$ cat config.mk
export PLATFORM = sky130hd
export DESIGN_NAME = dmem_router
export DESIGN_NICKNAME = d
export VERILOG_FILES = /design/src/rtl/dmem_router.sv
export SDC_FILE = /design/constraint.sdc
export NUM_CORES = 1
export LEC_CHECK = 0
export ABC_AREA = 1
export CAP_MARGIN = 5
export CORE_UTILIZATION = 38
export CTS_CLUSTER_DIAMETER = 150
export DETAILED_ROUTE_END_ITERATION = 10
export PLACE_DENSITY = 0.85
export SLEW_MARGIN = 20
export SYNTH_ARGS = -nofsm -noshare
export SYNTH_HDL_FRONTEND = slang
export SYNTH_SLANG_ARGS = --single-unit
$ cat constraint.sdc
create_clock -name clk -period 1.9 [get_ports clk]
set_clock_uncertainty 0.05 [all_clocks]
set_input_delay 0.475 -clock clk [delete_from_list [all_inputs] [get_ports clk]]
set_output_delay 0.475 -clock clk [all_outputs]
set_load 0.03 [all_outputs]
$ cat src/rtl/dmem_router.sv
// Data-memory request router: forwards one CPU request to one of four
// targets by the top two address bits and returns a registered completion.
module dmem_router #(
  parameter int WIDTH   = 32,
  parameter int TIMEOUT = 15
) (
  input  logic             clk,
  input  logic             rst_n,
  input  logic             cpu_req,
  input  logic             cpu_we,
  input  logic [WIDTH-1:0] cpu_addr,
  input  logic [WIDTH-1:0] cpu_wdata,
  output logic [WIDTH-1:0] cpu_rdata,
  output logic             cpu_ack,
  output logic             cpu_err,
  output logic [3:0]       t_req,
  output logic             t_we,
  output logic [WIDTH-1:0] t_addr,
  output logic [WIDTH-1:0] t_wdata,
  input  logic [WIDTH-1:0] t_rdata0,
  input  logic [WIDTH-1:0] t_rdata1,
  input  logic [WIDTH-1:0] t_rdata2,
  input  logic [WIDTH-1:0] t_rdata3,
  input  logic [3:0]       t_ack
);

  localparam int CW = $clog2(TIMEOUT + 1);

  typedef enum logic [1:0] {
    IDLE,
    BUSY,
    DONE
  } state_t;

  state_t           state;
  state_t           state_d;
  logic [1:0]       sel;
  logic [CW-1:0]    cnt;
  logic             err;
  logic             hit;
  logic             tmo;
  logic [WIDTH-1:0] rsel;

  assign hit = t_ack[sel];
  assign tmo = (cnt == CW'(TIMEOUT - 1));

  always_comb begin
    rsel = '0;
    unique case (sel)
      2'd0: rsel = t_rdata0;
      2'd1: rsel = t_rdata1;
      2'd2: rsel = t_rdata2;
      2'd3: rsel = t_rdata3;
    endcase
  end

  always_comb begin
    state_d = state;
    unique case (state)
      IDLE:    if (cpu_req) state_d = BUSY;
      BUSY:    if (hit || tmo) state_d = DONE;
      DONE:    state_d = IDLE;
      default: state_d = IDLE;
    endcase
  end

  always_ff @(posedge clk or negedge rst_n) begin
    if (!rst_n) state <= IDLE;
    else        state <= state_d;
  end

  // Completion flags are raised one edge after DONE entry so every
  // output stays a plain register.
  always_ff @(posedge clk or negedge rst_n) begin
    if (!rst_n) begin
      sel       <= '0;
      cnt       <= '0;
      err       <= 1'b0;
      t_req     <= '0;
      t_we      <= 1'b0;
      t_addr    <= '0;
      t_wdata   <= '0;
      cpu_rdata <= '0;
      cpu_ack   <= 1'b0;
      cpu_err   <= 1'b0;
    end else begin
      cpu_ack <= 1'b0;
      cpu_err <= 1'b0;
      case (state)
        IDLE: begin
          if (cpu_req) begin
            sel     <= cpu_addr[WIDTH-1 -: 2];
            t_req   <= 4'b0001 << cpu_addr[WIDTH-1 -: 2];
            t_we    <= cpu_we;
            t_addr  <= cpu_addr;
            t_wdata <= cpu_wdata;
            cnt     <= '0;
          end
        end
        BUSY: begin
          if (hit) begin
            t_req     <= '0;
            cpu_rdata <= t_we ? '0 : rsel;
            err       <= 1'b0;
          end else if (tmo) begin
            t_req     <= '0;
            cpu_rdata <= '0;
            err       <= 1'b1;
          end else if (cnt != {CW{1'b1}}) begin
            cnt <= cnt + 1'b1;
          end
        end
        DONE: begin
          cpu_ack <= 1'b1;
          cpu_err <= err;
        end
        default: t_req <= '0;
      endcase
    end
  end

endmodule

==> reports/qor.csv <==
metric;value;unit
grt_pass1_wl;25800;um
fin_crit_sh;0.919;
num_io_pins;303;
path_buf_inv;1;
cts_tree;yes;
post_dp_cell_area;8420;um^2
r2r_end;cpu_rdata[16]$_DFFE_PN0P_;
start_util;0.389;
clock-sinks;110;
grtUsageMet2;0.421;
yosys_warnings;0;
netlist-cell-type-count;25;
postLayoutCoreUtil;0.658;
met3_usage;0.0637;
synth-seq-cells;110;
slowest_delay;0.46;ns
fin_setup_tns;0;ns
worst_slew_pin_slew;0.433;ns
synthArstFlopShare;1.00;
worst_skew_pair.late_latency;0.34;ns
startpoint_type;flip-flop;
grt_max_degree;43;
crit_arrival;1.22;ns
critPathSlowestCell;dlygate4sd2_1;
netlist_instances;551;
endpoint_kind;primary output;
root_buffer;clkbuf_16;
layout-drive-gt1-share;0.124;
path_cells;dlygate4sd2_1;
drtPass1Iterations;4;
wl_per_cell;15.5;um
ys_top_cells_by_area;dfrtp_1, nand2_1, mux2_2, nand4_1, buf_6;
die-area;14000;um^2
cts_buffer_depth;2;
hold_class;input port to async pin;
layout_setup_ws;0.154;ns
peakVddDrop;0.00100;V
yosysSeqAreaShare;0.534;
setup-violations-final;0;
grt_busiest_layer;met2;
p_leak;0.00432;uW
grt-ovfl-total;0;
status;completed;
fp.coreArea;13200;um^2
num_vias;4928;
area_growth;69.3;%
max_freq;573;MHz
synth_area;5150;um^2
r2r_slack;0.38;ns
drv_slew;0;
routabilityCongestion;0.873;
final_area;8720;um^2
drt-vias-per-instance;4.76;
rsz0062_at_grt;no;
synth_top_area_share;0.534;
routed_wl;16000;um
dp_hpwl;12300;um
die_h;118;um
drc;0;
clkTransAtPathRegs;0.08;ns
cts_setup_buffers;0;
max_cap_violations;0;
cts_buffers;9;
period_needed;1.75;ns
gr-usage-met1;0.271;
cp.required;1.37;ns
h-tree-depth;3;
rows;42;
synthTopCellsByCount;nand2_1, dfrtp_1, mux2_2;
critPathTopFamily;buffers and inverters;
synth_top_area_cell;dfrtp_1;
drtIter0Drc;147;
yosysMostFrequentCell;nand2_1;
synth_flop_cell;dfrtp_1;
r2r_start;t_addr[30]$_DFFE_PN0P_;
syn_area_per_cell;9.35;um^2
maxSlewHeadroom;0.711;
synth_edf_count;0;
antennaDiodeCount;0;
die_x;118;um
final_nets;1057;
grtUsageTotal;0.234;
path_class;flip-flop to primary output;
io_buffers;302;
cp_max_fo;3;
worstRegToRegCells;11;
postRouteAntennaNets;0;
power_density;1630;nW/um^2
dp_slack;0.0272;ns
grt_pass1_vias;4966;
final_hold_viol_count;0;
synth_nets;753;
antenna_found_initial;0;
metrics by stage:
stage,std cells,total power [uW],hold slack [ns]
finish,1036,14200,0.0175
global route,1036,15100,0.0407
CTS,1036,14400,0.0197
detailed placement,1020,12900,0.398
global placement,1020,12800,0.394
floorplan,551,9230,0.129
report_power, final:
part	total [uW]	internal [uW]	switching [uW]
registers	4080	3490	584
clock network	2060	1210	854
logic	8070	3150	4930
cell usage in the layout, fill, tap and decap left out:
| cell type | n |
|---|---|
| a22oi_1 | 1 |
| buf_12 | 7 |
| buf_4 | 12 |
| bufinv_16 | 2 |
| clkbuf_1 | 1 |
| clkbuf_16 | 9 |
| clkbuf_8 | 1 |
| clkdlybuf4s50_1 | 198 |
| clkinvlp_4 | 1 |
| dfrtp_1 | 110 |
| dlygate4sd2_1 | 79 |
| dlymetal6s2s_1 | 24 |
| ha_1 | 2 |
| inv_1 | 8 |
| inv_2 | 3 |
| inv_4 | 1 |
| inv_8 | 2 |
| mux2_1 | 5 |
| mux2_2 | 58 |
| nand2_1 | 259 |
| nand2_2 | 4 |
| nand3_1 | 16 |
| nand3_2 | 1 |
| nand4_1 | 32 |
| nor2_1 | 10 |
| nor2_2 | 2 |
| nor2_4 | 2 |
| nor3_1 | 5 |
| o21ai_0 | 2 |
| o21ai_2 | 1 |
| or2_2 | 1 |
| xor2_1 | 1 |
layout make-up:
class / instances / area, um^2
Inverter: 12 / 47.5
Clock inverter: 5 / 90.1
Sequential cell: 110 / 2750
Fill cell: 1108 / 4520
Tap cell: 176 / 220
Multi-Input combinational cell: 402 / 2160
Timing Repair Buffer: 320 / 3200
Clock buffer: 11 / 243
worst max-delay path by stage:
| stage | startpoint | to | slack, ns | cells after the start |
|---|---|---|---|---|
| 3_3_place_gp | t_ack[3] | cpu_rdata[28]$_DFFE_PN0P_ | 0.05 | 10 |
| 4_1_cts | t_addr[19]$_DFFE_PN0P_ | t_addr[19] | 0.0004 | 1 |
| 5_1_grt | t_we$_DFFE_PN0P_ | t_we | 0.11 | 1 |
| 6_report | t_we$_DFFE_PN0P_ | t_we | 0.15 | 1 |
| 2_1_floorplan | t_addr[30]$_DFFE_PN0P_ | cpu_rdata[0]$_DFFE_PN0P_ | 0.39 | 10 |
| 3_5_place_dp | t_ack[2] | cpu_rdata[16]$_DFFE_PN0P_ | 0.03 | 10 |
cells by family (layout without fill, tap and decap cells):
| family | after synthesis | count (layout) | share of synthesized area |
|---|---|---|---|
| compound gates | 4 | 4 | 0.00510 |
| xor+xnor | 1 | 1 | 0.00170 |
| fa+ha+maj | 2 | 2 | 0.00486 |
| buf+inv | 39 | 348 | 0.0459 |
| flops | 110 | 110 | 0.534 |
| mux | 63 | 63 | 0.138 |
| simple gates | 332 | 332 | 0.270 |
layer usage:
metal / wire [um] / part of all wire
met1: 6310 / 0.39
met2: 8280 / 0.52
met5: 0 / 0
met4: 327 / 0.020
met3: 1120 / 0.070
flip-flops by register name, summed over array words and instances, names as in the netlist:
| signal | count |
|---|---|
| cpu_rdata | 32 |
| t_wdata | 32 |
| t_addr | 31 |
| cnt | 4 |
| t_req | 4 |
| state | 2 |
| cpu_ack | 1 |
| cpu_err | 1 |
| err | 1 |
| sel | 1 |
| t_we | 1 |
worst reg2reg max path: cells and delay by family, from the launching register on:
kind	cells	cell delay [ns]
buffers and inverters	3	0.43
DFF	1	0.37
and+or+nand+nor	8	0.60
repair_timing:
action,4_1_cts,5_1_grt
pin swaps,0,0
resized for setup,79,24
gates cloned,0,0
setup endpoints to repair,79,24
hold buffers,0,0
No activity file was read; power rests on OpenSTA's default activity.
